--- src/rtl/spi_reg_bridge.sv ---
// spi_reg_bridge: turns SPI slave byte frames into register bus reads and bursted writes
module spi_reg_bridge #(
  parameter int WR_BURST_MAX = 16
) (
  input  logic       clk,
  input  logic       rst_n,
  input  logic [7:0] rx_data,
  input  logic       rx_valid,
  input  logic       cs_idle,
  output logic [7:0] tx_data,
  output logic       tx_valid,
  output logic [6:0] reg_addr,
  output logic [7:0] reg_wdata,
  output logic       reg_we,
  output logic       reg_re,
  input  logic [7:0] reg_rdata,
  output logic       frame_done,
  output logic [4:0] frame_bytes,
  output logic       err_ovf
);
  localparam logic [2:0] WAIT_IDLE = 3'd0;
  localparam logic [2:0] IDLE      = 3'd1;
  localparam logic [2:0] CMD       = 3'd2;
  localparam logic [2:0] WRITE     = 3'd3;
  localparam logic [2:0] DISCARD   = 3'd4;
  localparam logic [4:0] BMAX = WR_BURST_MAX[4:0];
  logic [2:0] state;
  logic       cs_q;
  logic       rd_p;
  logic [6:0] addr;
  logic [4:0] wr_cnt;
  logic [4:0] cnt;
  logic       frame_start;
  logic       frame_end;
  logic       in_frame;
  logic [4:0] cnt_nx;
  always_comb begin
    frame_start = cs_q & ~cs_idle;
    frame_end   = ~cs_q & cs_idle;
    in_frame    = (state == CMD) || (state == WRITE) || (state == DISCARD);
    cnt_nx      = (rx_valid && cnt != 5'd31) ? cnt + 5'd1 : cnt;
  end
  // A byte landing on the frame-end edge is handled by its state before the return to IDLE
  always_ff @(posedge clk) begin
    if (!rst_n) begin
      state       <= WAIT_IDLE;
      cs_q        <= 1'b0;
      rd_p        <= 1'b0;
      addr        <= '0;
      wr_cnt      <= '0;
      cnt         <= '0;
      tx_data     <= '0;
      tx_valid    <= 1'b0;
      reg_addr    <= '0;
      reg_wdata   <= '0;
      reg_we      <= 1'b0;
      reg_re      <= 1'b0;
      frame_done  <= 1'b0;
      frame_bytes <= '0;
      err_ovf     <= 1'b0;
    end else begin
      cs_q       <= cs_idle;
      reg_we     <= 1'b0;
      reg_re     <= 1'b0;
      err_ovf    <= 1'b0;
      frame_done <= 1'b0;
      rd_p       <= reg_re;
      tx_valid   <= rd_p;
      if (rd_p) tx_data <= reg_rdata;
      if (in_frame) cnt <= cnt_nx;
      if (state == WAIT_IDLE && cs_idle) state <= IDLE;
      if (state == IDLE && frame_start) begin
        state <= CMD;
        cnt   <= '0;
      end
      if (state == CMD && rx_valid) begin
        if (rx_data[7]) begin
          state  <= WRITE;
          addr   <= rx_data[6:0];
          wr_cnt <= '0;
        end else begin
          state    <= DISCARD;
          reg_re   <= 1'b1;
          reg_addr <= rx_data[6:0];
        end
      end
      if (state == WRITE && rx_valid) begin
        if (wr_cnt < BMAX) begin
          reg_we    <= 1'b1;
          reg_addr  <= addr;
          reg_wdata <= rx_data;
          addr      <= addr + 7'd1;
          wr_cnt    <= wr_cnt + 5'd1;
        end else begin
          err_ovf <= 1'b1;
        end
      end
      if (in_frame && frame_end) begin
        state       <= IDLE;
        frame_done  <= 1'b1;
        frame_bytes <= cnt_nx;
      end
    end
  end
endmodule
--- config.mk ---
export PLATFORM = sky130hd
export DESIGN_NAME = spi_reg_bridge
export DESIGN_NICKNAME = d
export VERILOG_FILES = /design/src/rtl/spi_reg_bridge.sv
export SDC_FILE = /design/constraint.sdc
export NUM_CORES = 1
export LEC_CHECK = 0
export ABC_AREA = 1
export CORE_ASPECT_RATIO = 1.5
export CORE_UTILIZATION = 25
export DETAILED_ROUTE_END_ITERATION = 12
export GPL_TIMING_DRIVEN = 1
export PLACE_DENSITY_LB_ADDON = 0.12
export SLEW_MARGIN = 10
export SYNTH_ARGS = -nofsm -noshare
export SYNTH_HDL_FRONTEND = slang
export SYNTH_SLANG_ARGS = --single-unit
--- constraint.sdc ---
create_clock -name clk -period 3.7 [get_ports clk]
set_input_delay 0.925 -clock clk [delete_from_list [all_inputs] [get_ports clk]]
set_output_delay 0.925 -clock clk [all_outputs]
set_load 0.01 [all_outputs]
==> results.txt, run 1 <==
----------------------------------------------------
[Synthesis]
  Nets in the synthesized netlist ... 377
  Average instance area after synthesis ... 7.270 µm²
  Biggest area contributors in the synthesized netlist ... sky130_fd_sc_hd__dfxtp_1 43%, sky130_fd_sc_hd__nand2_1 17%, sky130_fd_sc_hd__nor2_1 8.6%
  Number of distinct standard cells referenced by the synthesized netlist ... 29
  Number of standard cells after synthesis ... 353
  Top cell type's share of synthesized area ... 42.91%
  Total of warnings raised by yosys ... 0
  Number of synthesized register bits ... 55
  Cell type contributing the most total cell area after synthesis ... sky130_fd_sc_hd__dfxtp_1
  Area of the mapped netlist ... 2566 µm²
  Sequential element share of the synthesized area ... 42.91%

[Finish]
  Net count, final ... 426
  Final cell area excluding filler cells ... 3314 µm²
  Filler-free cell count of the finished design ... 518
  Area growth from synthesis to final layout ... 29.16%
  Share of final-layout standard cells stronger than drive strength 1 ... 10.17%
  Antenna cells ... 0

[Global routing]
  First-pass GRT wire length ... 10.94 mm
  Number of global-route vias before repair ... 2267
  Number of antenna violations at the first check in global routing ... 0
  Total global routing track utilization ... 12.92%
  Congestion Overflow GR ... 0
  Maximum number of pins on one net before global-route repair ... 35

[Route]
  Average vias per placed instance ... 4.365
  Total wire length after detailed routing ... 6.486 mm
  Via Count ... 2261
  1st-iter DRT viols ... 107
  Post-route DRC ... 3
  Average wire per cell in the routed design ... 12.52 µm
  Number of nets with antenna violations after detailed routing ... 0
  1st-pass router iterations ... 10

[Critical path]
  Critical Path Slowest Stage Cell ... sky130_fd_sc_hd__clkdlybuf4s50_1
  Kind of start point of the critical path ... input pin
  Crit path top cell by count ... sky130_fd_sc_hd__nand2_2
  Critical path class ... input pin to flop
  Worst reg2reg setup slack ... 2.04 ns
  Critical R2R Capture ... frame_bytes[2]
  Required time at the endpoint of the critical path ... 3.93 ns
  Worst reg2reg path startpoint ... cnt[0]
  CP Data Arrival Time ... 2.47 ns
  CP max FO ... 22
  Crit path capture type ... flop
  Worst path top cell family by delay ... simple AND/OR/NAND/NOR gates
  Peak per-stage delay on the critical path ... 0.63 ns
  Buffers & Inverters on Critical Path ... 1
  Cell depth of the worst flop-to-flop path ... 9
  Critical Path, Cell by Cell ... clkdlybuf4s50_1 -> nand2_2 -> nor2_2 -> nand2_2 -> nand2_1 -> o21ai_1 -> nor2_1

[Placement]
  Standard cell area after detailed placement ... 3154 µm²
  Number of I/O port buffers ... 52
  Count of placed standard cells including taps ... 510
  Hpwl dp ... 4.654 mm
  Post-place setup slack ... 1.142 ns
  RePlAce Congestion ... 0.7364

[Timing]
  Aggregate negative setup slack ... 0 ns
  Worst Setup Slack, final ... 1.461 ns
  Worst-margin pin slew ... 0.5754 ns
  Number of endpoints with negative hold slack in the final report ... 0
  Worst clock skew on the final layout ... 0.006385 ns
  Final count of pins violating max slew ... 0
  Fin crit share ... 60.50%
  RSZ-0062 raised after global routing ... false
  Post-route minimum period ... 2.239 ns
  Final Setup Violations ... 0
  Final worst hold slack ... 0.4272 ns
  Max-slew headroom at the worst pin ... 61.60%
  Maximum operating frequency ... 446.7 MHz

[Floorplanning]
  Die Y ... 126.1 µm
  Die area ... 10680 µm²
  Area of the core region ... 9854 µm²
  IO Count ... 53
  Rows ... 44
  Die X-Extent ... 84.73 µm
  Starting utilization of the core area ... 26.04%

[Run status]
  Violations in the final reports ... design-rule violations
  Result of the run ... complete, but fails checks

[Min path]
  Worst hold path depth ... 2
  Min-delay worst type ... flop to flop
  Hold Path Sink ... rd_p
  Worst hold start ... reg_re

[Power]
  Power Dens Cells ... 362.8 nW/µm²
  Worst VDD drop ... 189.5 µV
  Static leakage ... 0.001360 µW

[Clock network]
  Number of sinks handled by clock tree synthesis ... 55
  Number of buffers between clock root and the deepest sink ... 2
  TritonCTS clock tree ... done
  Resized cells post-CTS ... 0
  H-tree levels ... 2
  Clk root buf ... sky130_fd_sc_hd__clkbuf_16
  Clock-pin slew reported for the worst setup and hold paths after clock tree synthesis ... 0.07 ns
  Insertion delay to the later sink of the worst-skew pair ... 0.29 ns
  Hold buffer count at cts ... 0
  Total setup buffers inserted after CTS ... 0
  Num CTS Buffers ... 5

[Run]
  Number of max-capacitance violations reported ... 0

----------------------------------------------------
[layer usage]
metal,vias to the layer above,part of all wire (%),track usage (%)
li1,1206,-,-
met1,1015,45,15.25
met2,35,51,23.39
met3,5,3.0,2.294
met4,0,1.3,4.187
met5,-,0,0
[layout by cell type, fill, tap and decap left out]
cell type,count
sky130_fd_sc_hd__a21oi_1,12
sky130_fd_sc_hd__a21oi_2,7
sky130_fd_sc_hd__buf_4,1
sky130_fd_sc_hd__clkbuf_16,5
sky130_fd_sc_hd__clkbuf_8,2
sky130_fd_sc_hd__clkdlybuf4s50_1,52
sky130_fd_sc_hd__clkinv_1,1
sky130_fd_sc_hd__clkinvlp_4,1
sky130_fd_sc_hd__dfxtp_1,55
sky130_fd_sc_hd__ha_1,4
sky130_fd_sc_hd__inv_1,17
sky130_fd_sc_hd__inv_2,4
sky130_fd_sc_hd__nand2_1,114
sky130_fd_sc_hd__nand2_2,6
sky130_fd_sc_hd__nand2_4,1
sky130_fd_sc_hd__nand3_1,13
sky130_fd_sc_hd__nand3_2,1
sky130_fd_sc_hd__nand3_4,1
sky130_fd_sc_hd__nand4_4,1
sky130_fd_sc_hd__nor2_1,59
sky130_fd_sc_hd__nor2_2,5
sky130_fd_sc_hd__nor2_4,3
sky130_fd_sc_hd__nor2_8,2
sky130_fd_sc_hd__nor3_1,1
sky130_fd_sc_hd__nor3_2,1
sky130_fd_sc_hd__o21ai_0,18
sky130_fd_sc_hd__o21ai_1,9
sky130_fd_sc_hd__o21bai_1,1
sky130_fd_sc_hd__xnor2_1,3
sky130_fd_sc_hd__xor2_1,3
[power by group]
group | internal, µW | switching (µW)
logic | 36.6 | 47.6
registers | 598 | 8.45
clock network | 289 | 223
total | 924 | 279
[cell usage after synthesis (all sizes together)]
cell type and instances:
ha 4, o21bai 1, clkinv 1, nand3 15, nand2 121, a21oi 19
o21ai 27, nor3 2, nor2 69, dfxtp 55, xnor2 3, inv 21
nand4 1, xor2 3, clkbuf 5, buf 6
[tightest hold or removal path: stages, from the launching register on]
cell	delay, ns
sky130_fd_sc_hd__dfxtp_1	0.31
sky130_fd_sc_hd__nand2_1	0.06
sky130_fd_sc_hd__inv_1	0.03
[worst max path at each step]
stage	start	endpoint	slack [ns]	cells after the start
2_1_floorplan	rst_n	reg_wdata[7]	2.01	4
3_3_place_gp	rx_valid	addr[0]	1.14	7
3_5_place_dp	rx_valid	addr[0]	1.14	7
4_1_cts	rx_valid	addr[0]	1.44	7
5_1_grt	rx_valid	reg_addr[6]	1.32	6
6_report	rx_valid	addr[0]	1.46	7
[cell families after synthesis]
kind of cell / synth area share [%]
compound gates: 10.29
xor+xnor: 2.048
fa+ha+maj: 1.950
buf+inv: 6.484
flops: 42.91
simple gates: 36.32
[registers in the layout, summed over array words and instances, names as in the netlist]
name / cells
wr_cnt: 5
tx_valid: 1
tx_data: 8
frame_done: 1
reg_wdata: 8
addr: 7
reg_we: 1
rd_p: 1
reg_re: 1
reg_addr: 7
err_ovf: 1
cnt: 5
frame_bytes: 5
state: 3
cs_q: 1
[stage by stage]
| step | total power (µW) | utilization [%] |
|---|---|---|
| after floorplan | 663.4 | - |
| after global placement | 706.7 | 32.01 |
| after CTS | 1224 | 33.63 |
| after detailed placement | 706.9 | 32.01 |
| after global routing | 1256 | 33.63 |
| final | 1202 | 33.63 |
[final cells by class]
class | instances | area [µm²]
inverter | 22 | 82.58
multi-input combinational | 265 | 1299
sequential | 55 | 1101
clock inverter | 1 | 7.507
clock buffer | 7 | 152.6
fill | 1067 | 6540
tap | 115 | 143.9
timing repair buffer | 53 | 528.0
Note: power is estimated with default switching activity, not from simulation.
==> inputs of run 2 (changes only) <==
==> constraint.sdc (replaced) <==
create_clock -name clk -period 1.9 [get_ports clk]
set_input_delay 0.475 -clock clk [delete_from_list [all_inputs] [get_ports clk]]
set_output_delay 0.475 -clock clk [all_outputs]
set_load 0.01 [all_outputs]
==> run 2 against run 1 <==
The flow still finishes with violations (design-rule violations). First-iteration DRC count is 27% lower. Wire length down 0.93%. Flip-flop and latch count stayed put. Critical path depth unchanged. Setup slack worse by 1.2 ns. Largest power group unchanged.
==> results.txt, run 2 (same netlist as run 1, synthesis figures left out) <==
----------------------------------------------------
[Finish]
  Share of final-layout standard cells stronger than drive strength 1 ... 12.74% (+2.6 points)
  Commonest non-fill, non-tap cell in the layout ... sky130_fd_sc_hd__nand2_1
  Largest registers ... reg_wdata (8), tx_data (8)
  Post-layout util ... 34.69% (+1.1 points)
  Net count, final ... 439 (+3.1%)
  Antenna cells ... 0 (unchanged)
  Commonest cells after routing, fill and taps aside ... 114 x sky130_fd_sc_hd__nand2_1, 59 x sky130_fd_sc_hd__nor2_1, 55 x sky130_fd_sc_hd__dfxtp_1
  Area growth from synthesis to final layout ... 33.20%

[Timing]
  Worst clock skew on the final layout ... 0.009347 ns (+0.002962 ns)
  Final count of pins violating max slew ... 0 (unchanged)
  RSZ-0062 raised after global routing ... false
  Worst-margin pin slew ... 0.3348 ns (-0.2406 ns)
  Number of endpoints with negative hold slack in the final report ... 0 (unchanged)
  Final Setup Violations ... 0 (unchanged)
  Aggregate negative setup slack ... 0 ns (unchanged)
  Maximum operating frequency ... 594.8 MHz
  Fin crit share ... 88.48%
  Max-slew headroom at the worst pin ... 77.65% (+16 points)
  Final worst hold slack ... 0.4324 ns (+0.005278 ns)
  Post-route minimum period ... 1.681 ns

[Power]
  Power Dens Cells ... 665.6 nW/µm² (+83%)
  Overall power consumption ... 2275 µW (+89%)
  Static leakage ... 0.001423 µW (+4.6%)
  Worst VDD drop ... 380.6 µV (+100%)

[Run status]
  Violations in the final reports ... design-rule violations
  Result of the run ... complete, but fails checks

[Placement]
  RePlAce Congestion ... 0.7291 (-0.99%)
  Hpwl dp ... 4.793 mm (+3.0%)
  Number of I/O port buffers ... 52 (unchanged)

[Clock network]
  Clock-pin slew reported for the worst setup and hold paths after clock tree synthesis ... 0.08 ns (about the same)
  Number of buffers between clock root and the deepest sink ... 2 (unchanged)
  Number of sinks handled by clock tree synthesis ... 55 (unchanged)
  Total setup buffers inserted after CTS ... 0 (unchanged)
  Hold buffer count at cts ... 0 (unchanged)
  Resized cells post-CTS ... 0 (unchanged)
  Clk root buf ... sky130_fd_sc_hd__clkbuf_16
  Num CTS Buffers ... 5 (unchanged)
  Insertion delay to the later sink of the worst-skew pair ... 0.30 ns (about the same)
  TritonCTS clock tree ... done
  H-tree levels ... 2 (unchanged)

[Route]
  Average wire per cell in the routed design ... 12.10 µm (-3.4%)
  Via Count ... 2284 (+1.0%)
  Post-route DRC ... 3 (unchanged)
  1st-pass router iterations ... 12 (+2)
  Number of nets with antenna violations after detailed routing ... 0 (unchanged)
  Total wire length after detailed routing ... 6.426 mm (-0.93%)
  Average vias per placed instance ... 4.301 (-1.5%)
  1st-iter DRT viols ... 78 (-27%)

[Global routing]
  Congestion Overflow GR ... 0 (unchanged)
  Maximum number of pins on one net before global-route repair ... 23 (-34%)
  First-pass GRT wire length ... 11.01 mm (+0.57%)
  Total global routing track utilization ... 12.86% (-0.053 points)
  Number of antenna violations at the first check in global routing ... 0 (unchanged)
  Number of global-route vias before repair ... 2341 (+3.3%)

[Min path]
  Min-delay worst type ... flop to flop
  Worst hold path depth ... 2 (unchanged)

[Floorplanning]
  Die X-Extent ... 84.73 µm (unchanged)
  Die Y ... 126.1 µm (unchanged)
  Starting utilization of the core area ... 26.04% (unchanged)
  Rows ... 44 (unchanged)
  Area of the core region ... 9854 µm² (unchanged)
  Die area ... 10680 µm² (unchanged)
  IO Count ... 53 (unchanged)

[Critical path]
  CP Data Arrival Time ... 1.91 ns (-0.56 ns)
  Required time at the endpoint of the critical path ... 2.13 ns (-1.80 ns)
  Cell depth of the worst flop-to-flop path ... 9 (unchanged)
  Kind of start point of the critical path ... input pin
  Crit path capture type ... flop
  Critical path class ... input pin to flop
  CP max FO ... 14 (-36%)

[Run]
  Number of max-capacitance violations reported ... 0 (unchanged)

----------------------------------------------------
==> run 2: cell types whose count changed in the layout (fill, tap and decap cells not counted), sizes merged <==
cell,previous run,this run
buf,1,14
clkbuf,7,6
clkinv,1,2
==> run 2: layout make-up <==
type | count | area (µm²)
clock buffer | 6 | 128.9
fill | 1037 | 6436
multi-input combinational | 265 | 1299
inverter | 22 | 82.58
timing repair buffer | 66 | 650.6
clock inverter | 2 | 12.51
sequential | 55 | 1101
tap | 115 | 143.9
==> run 2: critical path, cell delays in order <==
cell                              delay [ns]
sky130_fd_sc_hd__clkdlybuf4s50_1        0.60
sky130_fd_sc_hd__buf_4                  0.17
sky130_fd_sc_hd__nand4_4                0.13
sky130_fd_sc_hd__nor2_8                 0.21
sky130_fd_sc_hd__buf_12                 0.16
sky130_fd_sc_hd__nand2_1                0.06
sky130_fd_sc_hd__a21oi_2                0.11
==> run 2: final timing paths <==
kind         slack [ns]             end     start
max                0.22    reg_wdata[1]  rx_valid
min                0.43            rd_p    reg_re
max reg2reg        0.28  frame_bytes[2]    cnt[0]
min reg2reg        0.43            rd_p    reg_re
==> run 2: stage by stage <==
step	area [µm²]	cells	worst slack, ns
3_5_place_dp	3277	523	-0.1017
6_report	3418	531	0.2188
5_1_grt	3418	531	0.1049
3_3_place_gp	3277	523	-0.08899
2_1_floorplan	2566	353	0.4596
4_1_cts	3418	531	0.2033
==> run 2: routing by layer <==
| metal | vias to the layer above | track usage (%) | wire length (µm) |
|---|---|---|---|
| met4 | 0 | 4.487 | 99 |
| met2 | 37 | 23.58 | 3330 |
| met1 | 1013 | 14.57 | 2790 |
| met5 | - | 0 | 0 |
| li1 | 1228 | - | - |
| met3 | 6 | 2.687 | 205 |
==> run 2: report_power, final <==
group | total (µW) | switching, µW | internal [µW] | leakage (µW)
clock | 916 | 428 | 488 | 0.0000669
combinational | 177 | 95.2 | 81.8 | 0.000913
sequential | 1180 | 16.2 | 1170 | 0.000444
total | 2280 | 539 | 1740 | 0.00142
